## config.mk

```make
export PLATFORM = sky130hd
export DESIGN_NAME = clock_display_scan
export DESIGN_NICKNAME = d
export VERILOG_FILES = /design/src/rtl/clock_display_pkg.sv /design/src/rtl/seg7_decode.sv /design/src/rtl/clock_display_scan.sv
export SDC_FILE = /design/constraint.sdc
export NUM_CORES = 1
export LEC_CHECK = 0
export BUFFER_PORTS_ARGS = -buffer_cell sky130_fd_sc_hd__buf_2
export CORE_MARGIN = 10
export CORE_UTILIZATION = 60
export CTS_BUF_LIST = sky130_fd_sc_hd__clkbuf_2 sky130_fd_sc_hd__clkbuf_4 sky130_fd_sc_hd__clkbuf_8
export CTS_CLUSTER_DIAMETER = 100
export DETAILED_ROUTE_END_ITERATION = 12
export PLACE_DENSITY = 0.81
export SETUP_SLACK_MARGIN = 0.4
export SYNTH_ARGS = -nofsm -noshare
export SYNTH_HDL_FRONTEND = slang
export SYNTH_HIERARCHICAL = 1
export SYNTH_SLANG_ARGS = --single-unit
```

## constraint.sdc

```tcl
create_clock -name clk -period 3.7 [get_ports clk]
set_input_delay 0.74 -clock clk [delete_from_list [all_inputs] [get_ports clk]]
set_output_delay 0.74 -clock clk [all_outputs]
set_load 0.005 [all_outputs]
```

## src/rtl/clock_display_pkg.sv

```systemverilog
// Shared constants for the six-digit multiplexed 7-segment clock display.
package clock_display_pkg;

  // Active-high segment patterns {g,f,e,d,c,b,a}
  localparam logic [6:0] SEG_0     = 7'h3F;
  localparam logic [6:0] SEG_1     = 7'h06;
  localparam logic [6:0] SEG_2     = 7'h5B;
  localparam logic [6:0] SEG_3     = 7'h4F;
  localparam logic [6:0] SEG_4     = 7'h66;
  localparam logic [6:0] SEG_5     = 7'h6D;
  localparam logic [6:0] SEG_6     = 7'h7D;
  localparam logic [6:0] SEG_7     = 7'h07;
  localparam logic [6:0] SEG_8     = 7'h7F;
  localparam logic [6:0] SEG_9     = 7'h6F;
  localparam logic [6:0] SEG_BLANK = 7'h00;

  localparam logic [2:0] IDX_SEC_L  = 3'd0;
  localparam logic [2:0] IDX_SEC_H  = 3'd1;
  localparam logic [2:0] IDX_MIN_L  = 3'd2;
  localparam logic [2:0] IDX_MIN_H  = 3'd3;
  localparam logic [2:0] IDX_HOUR_L = 3'd4;
  localparam logic [2:0] IDX_HOUR_H = 3'd5;

  // Decimal point acts as the field separator after minute_l and hour_l
  localparam logic [5:0] DP_MASK = 6'b010100;

endpackage

```

## src/rtl/seg7_decode.sv

```systemverilog
// BCD to active-high 7-segment pattern; non-decimal codes decode to blank.
module seg7_decode
  import clock_display_pkg::*;
(
  input  logic [3:0] bcd,
  output logic [6:0] pattern
);

  always_comb begin
    pattern = SEG_BLANK;
    case (bcd)
      4'd0:    pattern = SEG_0;
      4'd1:    pattern = SEG_1;
      4'd2:    pattern = SEG_2;
      4'd3:    pattern = SEG_3;
      4'd4:    pattern = SEG_4;
      4'd5:    pattern = SEG_5;
      4'd6:    pattern = SEG_6;
      4'd7:    pattern = SEG_7;
      4'd8:    pattern = SEG_8;
      4'd9:    pattern = SEG_9;
      default: pattern = SEG_BLANK;
    endcase
  end

endmodule

```

## src/rtl/clock_display_scan.sv

```systemverilog
// Six-digit multiplexed 7-segment scanner with field blinking during time set.
module clock_display_scan
  import clock_display_pkg::*;
#(
  parameter int unsigned SCAN_DIV       = 50000,
  parameter int unsigned BLINK_HALF     = 25000000,
  parameter bit          SEG_ACTIVE_LOW = 1'b1,
  parameter bit          DIG_ACTIVE_LOW = 1'b1
) (
  input  logic       clk,
  input  logic       rst,
  input  logic [3:0] hour_h,
  input  logic [3:0] hour_l,
  input  logic [3:0] minute_h,
  input  logic [3:0] minute_l,
  input  logic [3:0] second_h,
  input  logic [3:0] second_l,
  input  logic       set_mode,
  input  logic       set_hour,
  input  logic       set_minute,
  input  logic       set_second,
  output logic [7:0] seg,
  output logic [5:0] dig
);

  localparam int unsigned ScanW  = (SCAN_DIV > 1) ? $clog2(SCAN_DIV) : 1;
  localparam int unsigned BlinkW = (BLINK_HALF > 1) ? $clog2(BLINK_HALF) : 1;
  localparam logic [ScanW-1:0]  ScanLast  = ScanW'(SCAN_DIV - 1);
  localparam logic [BlinkW-1:0] BlinkLast = BlinkW'(BLINK_HALF - 1);
  localparam logic [7:0] SegOff = {8{SEG_ACTIVE_LOW}};
  localparam logic [5:0] DigOff = {6{DIG_ACTIVE_LOW}};

  if (SCAN_DIV < 2) begin : g_bad_scan_div
    $error("SCAN_DIV must be at least 2");
  end
  if (BLINK_HALF < 2) begin : g_bad_blink_half
    $error("BLINK_HALF must be at least 2");
  end

  logic [ScanW-1:0]  scan_cnt_q;
  logic              tick;
  logic              tick_q;
  logic [2:0]        idx_q, idx_d;
  logic [2:0]        slot_idx_q;
  logic [3:0]        slot_bcd_q, sel_bcd;
  logic [BlinkW-1:0] blink_cnt_q;
  logic              blink_phase_q;
  logic [6:0]        pattern;
  logic              field_flag;
  logic              blank;
  logic [7:0]        seg_d, seg_q;
  logic [5:0]        dig_d, dig_q;

  assign tick  = (scan_cnt_q == ScanLast);
  assign idx_d = (idx_q == IDX_HOUR_H) ? IDX_SEC_L : idx_q + 3'd1;

  always_comb begin
    sel_bcd = second_l;
    case (idx_q)
      IDX_SEC_L:  sel_bcd = second_l;
      IDX_SEC_H:  sel_bcd = second_h;
      IDX_MIN_L:  sel_bcd = minute_l;
      IDX_MIN_H:  sel_bcd = minute_h;
      IDX_HOUR_L: sel_bcd = hour_l;
      IDX_HOUR_H: sel_bcd = hour_h;
      default:    sel_bcd = 4'hF;
    endcase
  end

  seg7_decode u_seg7_decode (
    .bcd     (slot_bcd_q),
    .pattern (pattern)
  );

  always_comb begin
    field_flag = 1'b0;
    case (slot_idx_q)
      IDX_SEC_L,  IDX_SEC_H:  field_flag = set_second;
      IDX_MIN_L,  IDX_MIN_H:  field_flag = set_minute;
      IDX_HOUR_L, IDX_HOUR_H: field_flag = set_hour;
      default:                field_flag = 1'b0;
    endcase
  end

  // Blank sampled once per slot at the pin update edge, so it holds for the slot
  assign blank = set_mode & blink_phase_q & field_flag;

  always_comb begin
    seg_d = {DP_MASK[slot_idx_q], blank ? SEG_BLANK : pattern} ^ SegOff;
    dig_d = (6'd1 << slot_idx_q) ^ DigOff;
  end

  // The slot registers capture the index being shown and its digit at the tick edge;
  // idx then points at the next slot, and the pins follow one cycle later.
  always_ff @(posedge clk or negedge rst) begin
    if (!rst) begin
      scan_cnt_q    <= '0;
      tick_q        <= 1'b0;
      idx_q         <= IDX_SEC_L;
      slot_idx_q    <= IDX_SEC_L;
      slot_bcd_q    <= 4'd0;
      blink_cnt_q   <= '0;
      blink_phase_q <= 1'b0;
      seg_q         <= SegOff;
      dig_q         <= DigOff;
    end else begin
      scan_cnt_q <= tick ? '0 : scan_cnt_q + 1'b1;
      tick_q     <= tick;
      if (tick) begin
        slot_idx_q <= idx_q;
        slot_bcd_q <= sel_bcd;
        idx_q      <= idx_d;
      end
      if (blink_cnt_q == BlinkLast) begin
        blink_cnt_q   <= '0;
        blink_phase_q <= ~blink_phase_q;
      end else begin
        blink_cnt_q <= blink_cnt_q + 1'b1;
      end
      if (tick_q) begin
        seg_q <= seg_d;
        dig_q <= dig_d;
      end
    end
  end

  assign seg = seg_q;
  assign dig = dig_q;

endmodule

```

---- Word level (Yosys, flattened, before mapping) ----
Memories as Yosys holds them, arrays and structs flattened.
Index checks and enable logic that the tools add are counted.
cells by class
  bitwise gates (word level) .............. 5
  $lt $le $gt $ge ......................... 1
  multiplexer cells ....................... 7
  multiply operators ...................... 0
  div/mod/pow operators ................... 0
  $add $sub $neg .......................... 3
  eq/ne operators ......................... 12
  shift-type cells ........................ 1
  reductions and logical operators ........ 5
operators by type and width
  kind                   number
  $add 25x1->25 const B  1
  $eq 25x25->1 const B   1
  $mux 25                1
  $pmux 4 s6             1
  $add 16x1->16 const B  1
  $eq 16x16->1 const B   1
  $mux 16                1
  $eq 3x2->1 const B     4
  $eq 3x3->1 const B     4
  $not 8->8              1
  $mux 7                 1
  $eq 3x1->1 const B     2
  $logic_not 3->1        2
  $not 6->6              1
  $reduce_or 2->1        3
  $shl 1x3->6 const A    1
  $lt 3x4->1 const B     1
  $add 3x1->3 const B    1
  $mux 3                 1
  $pmux 1 s3             1
  $and 1x1->1            2
  $mux 1                 1
  $not 1->1              1
word-level totals
  word-level logic and storage cells ...... 45
  input bits .............................. 30
  memories kept ........................... 2
  bits in latches ......................... 0
  memory bits (read-only) ................. 120
  output and inout bits ................... 14
  flip-flop bits (word level) ............. 67
  bits in writable memories ............... 0
memories
  name              words  bits a word  rd ports  clocked after Yosys merged registers in  wr ports  line                      text
  (name not given)  16     7            1         0                                        0         seg7_decode.sv:11         case (bcd)
  (name not given)  8      1            1         0                                        0         clock_display_scan.sv:89  seg_d = {DP_MASK[slot_idx_q], blank ? SEG_BLANK : pattern} ^ SegOff;

---- Depth between registers and ports, before layout ----
  depth in word-level cells ............... 6
  depth in mapped cells ................... 8
  depth with buffers taken out ............ 6

---- Modules after synthesis ----
Netlist, hierarchy kept.
modules (own cells, without submodules)
  module              area each (sq um)  seq. area each (sq um)  cells an instance  times used
  clock_display_scan  3264.4             1694.1                  325                1
  seg7_decode         201.4              0.0                     26                 1

---- Worst setup path after synthesis ----
OpenSTA, ideal clock, no wires.
  path type ............................... register -> register
  start point ............................. register blink_cnt_q[0]
  end point ............................... register blink_cnt_q[24]
  period minus slack after synthesis ...... 1.873 ns
  required time ........................... 3.573 ns
  path slack .............................. 1.827 ns
  cell stages (with the launch flop) ...... 6
  arrival ................................. 1.746 ns
  setup time .............................. 0.127 ns
  cell sequence ........................... dfrtp_1 > ha_1 > nand3_1 > or4_4 > or3_1 > mux2i_1
on the way
  longest elaborated chain between the ends .. 2
RTL lines
  what                                           line                                                  text
  from (decl)                                    clock_display_scan.sv:46                              logic [BlinkW-1:0] blink_cnt_q;
  from (signal assigned)                         clock_display_scan.sv:118                             blink_cnt_q <= blink_cnt_q + 1'b1;
  $add 25x1->25 or $eq 25x25->1 (tied branches)  clock_display_scan.sv:118, clock_display_scan.sv:114
  $mux 25 (*)                                    clock_display_scan.sv:114                             if (blink_cnt_q == BlinkLast) begin
Mark *: on every way between the ends. The rest lies on a longest branch, timed or not.
A chain may end at the register's enable or synchronous reset.

---- Worst setup path in the final report ----
  start point ............................. register scan_cnt_q[4]
  end point ............................... register idx_q[1]
on the way
  longest elaborated chain between the ends .. 1
RTL lines
  what                    line                       text
  from (decl)             clock_display_scan.sv:40   logic [ScanW-1:0] scan_cnt_q;
  from (signal assigned)  clock_display_scan.sv:107  scan_cnt_q <= tick ? '0 : scan_cnt_q + 1'b1;
  $eq 16x16->1            clock_display_scan.sv:54   assign tick = (scan_cnt_q == ScanLast);
  to (signal assigned)    clock_display_scan.sv:112  idx_q <= idx_d;
  to (decl)               clock_display_scan.sv:43   logic [2:0] idx_q, idx_d;
Every way passes these cells.

==> flow_summary.yaml <==
floorplan:
  fp.dieH_um: 96
  rows: 27
  core_um2: 5540
  ios: 44
  die-area_um2: 9220
  start_util_pct: 62.6
  die_w_um: 96
clock_network:
  hold_buffers: 0
  htree_levels: 3
  insertion_delay_ns: 0.35
  cts_sinks: 67
  cts.repair.resized: 0
  numCtsBuffers: 9
  max-clock-path-buffers: 2
  cts_tree: "yes"
  cts_root_buf: "clkbuf_8"
  path_clk_slew_ns: 0.07
  cts_setup_buffers: 0
final_layout:
  n_fill_cell: 395
  areaGrowthSynthToFinish_pct: 16.4
  final_nets: 433
  layout_commonest_cell: "dfrtp_1"
  diodes: 0
  drive_above_1_share_pct: 22.3
  final_cells: 471
  final_cell_mix: "dfrtp_1, buf_2, nor2_1"
  final_util_pct: 72.8
synth:
  synth_nets: 390
  synth.top_cell.area_share_pct: 38.3
  avgSynthCellArea_um2: 9.87
  ys_seq_area_share_pct: 48.9
  synth_edf_count: 0
  yosys.area.top_type: "dfrtp_1"
  ys_warn_count: 6
  synth_cell_types: 53
  async_flop_share_pct: 100
  synthFlopType: "dfrtp_1"
  syn_inst: 351
  synth.top_cells.by_area: "dfrtp_1, dfstp_2, nor2_1, xnor2_1, xor2_1"
  synth_area_um2: 3470
  synth_seq_cells: 67
sta:
  max_freq_mhz: 444
  worst_slack_ns: 1.45
  tightest_slew_ns: 0.879
  fin_tns_setup_ns: 0
  slew_headroom_pct: 40.8
  finalSetupViolCount: 0
  period_minus_slack_ns: 2.25
  rsz0062_at_grt: "no"
  skew_ns: 0.00842
  finalCritPeriodShare_pct: 60.9
  report.final.slew_viol_count: 0
  finalHoldViolCount: 0
global_routing:
  grt_overflow_total: 0
  met3_usage_pct: 2.80
  use_met1_pct: 21.3
  track_usage_pct: 17.7
  grt_pass1_wl_um: 13000
  antenna_found_initial: 0
  grt_max_degree: 36
  met2_usage_pct: 30.2
  grt_pass1_vias: 2811
  grt_busiest_layer: "met2"
critical_path:
  crit_type: "reg2reg"
  required_ns: 3.94
  worstPathCellList: "nor4bb_1 -> and4_1 -> nand2_1 -> mux2_2"
  path_delay_family: "simple AND/OR/NAND/NOR gates"
  worst_setup_path_end_kind: "register"
  critPathMaxStageDelay_ns: 0.81
  cp-start-kind: "register"
  cp.arrival_ns: 2.49
  cp.buffers_inverters: 0
  crit_fanout: 25
  crit_slowest_cell: "and4_1"
power:
  p_int_uw: 1330
  total_power_uw: 1650
  p_leak_uw: 0.00186
  p_seq_share_pct: 44.3
  power.density_nw_per_um2: 410
  p_clk_share_pct: 53.6
  max-vdd-ir-drop_uv: 378
  sw_frac_of_total_pct: 19.5
  power_frac_comb_pct: 2.1
  power_switching_uw: 322
drt:
  routed_wl_um: 7750
  post_drt_wl_per_cell_um: 16.5
  viasPerCell: 5.90
  drt_iter0_markers: 141
  drtPass1Iterations: 7
  vias: 2780
  drc_errors: 0
  ant_nets: 0
placement:
  dp.cells: 455
  hpwl_um: 5270
  io_buffers: 43
  place_congestion: 0.908
  dpl_worst_slack_ns: 1.59
status:
  status: "complete, no violations"
run:
  cap_violations: 0
hold_path:
  holdCritPathClass: "reg2reg"
==> power by group through the flow <==
stage | logic (µW) | registers (µW) | clock network, µW
finish | 35.5 | 733 | 886
global route | 40.5 | 732 | 920
CTS | 36.8 | 733 | 887
detailed placement | 36.6 | 746 | 0
global placement | 35.4 | 746 | 0
floorplan | 4.23 | 746 | 0
==> cell type report <==
cell class                 count  area (µm²)  share of cell area (%)
inverter                      19        71.3                    1.77
sequential                    67        1690                    42.0
clock buffer                   9         124                    3.07
timing repair buffer          44         235                    5.83
clock inverter                 7         164                    4.06
multi-input combinational    253        1650                    41.0
tap                           72        90.1                    2.23
==> per-layer routing <==
layer / up-vias / wire, µm
met5: - / 0
met4: 0 / 184
met3: 21 / 258
met2: 66 / 3840
met1: 1354 / 3470
li1: 1339 / -
==> cell usage after synthesis (9+ instances only) <==
| library cell | number |
|---|---|
| a21oi_1 | 18 |
| and3_1 | 9 |
| clkbuf_1 | 10 |
| dfrtp_1 | 53 |
| dfstp_2 | 14 |
| ha_1 | 9 |
| inv_1 | 19 |
| nand2_1 | 21 |
| nand3_1 | 14 |
| nand4_1 | 10 |
| nor2_1 | 42 |
| o21ai_0 | 16 |
| xnor2_1 | 18 |
| xor2_1 | 14 |
==> stage by stage <==
step,area (µm²),hold WS [ns]
floorplan,3470,0.431
global route,4030,0.488
global placement,3740,0.444
finish,4030,0.463
detailed placement,3740,0.453
CTS,4030,0.464
==> cells by family after synthesis <==
family / synth area share [%]
DFF: 48.9
adders and majority gates: 3.25
xor gates and xnor gates: 8.09
muxes: 2.45
and+or+nand+nor: 22.2
buffers and inverters: 3.39
AOI/OAI and AO/OA: 11.7
==> sequential cells by signal, indices dropped and copies added (netlist names) <==
signal	cells
idx_q	3
scan_cnt_q	16
slot_idx_q	3
blink_phase_q	1
dig	6
seg	8
blink_cnt_q	25
tick_q	1
slot_bcd_q	4
==> final timing paths <==
kind,cells past startpoint,endpoint,slack [ns],startpoint
hold reg to reg,1,scan_cnt_q[0],0.46,scan_cnt_q[0]
hold / removal,1,scan_cnt_q[0],0.46,scan_cnt_q[0]
setup / recovery,4,idx_q[1],1.45,scan_cnt_q[4]
setup reg to reg,4,idx_q[1],1.45,scan_cnt_q[4]
min in group asynchronous,1,blink_cnt_q[16],0.47,rst
max in group asynchronous,2,dig[5],2.53,rst
(Power assumes the default switching activity.)
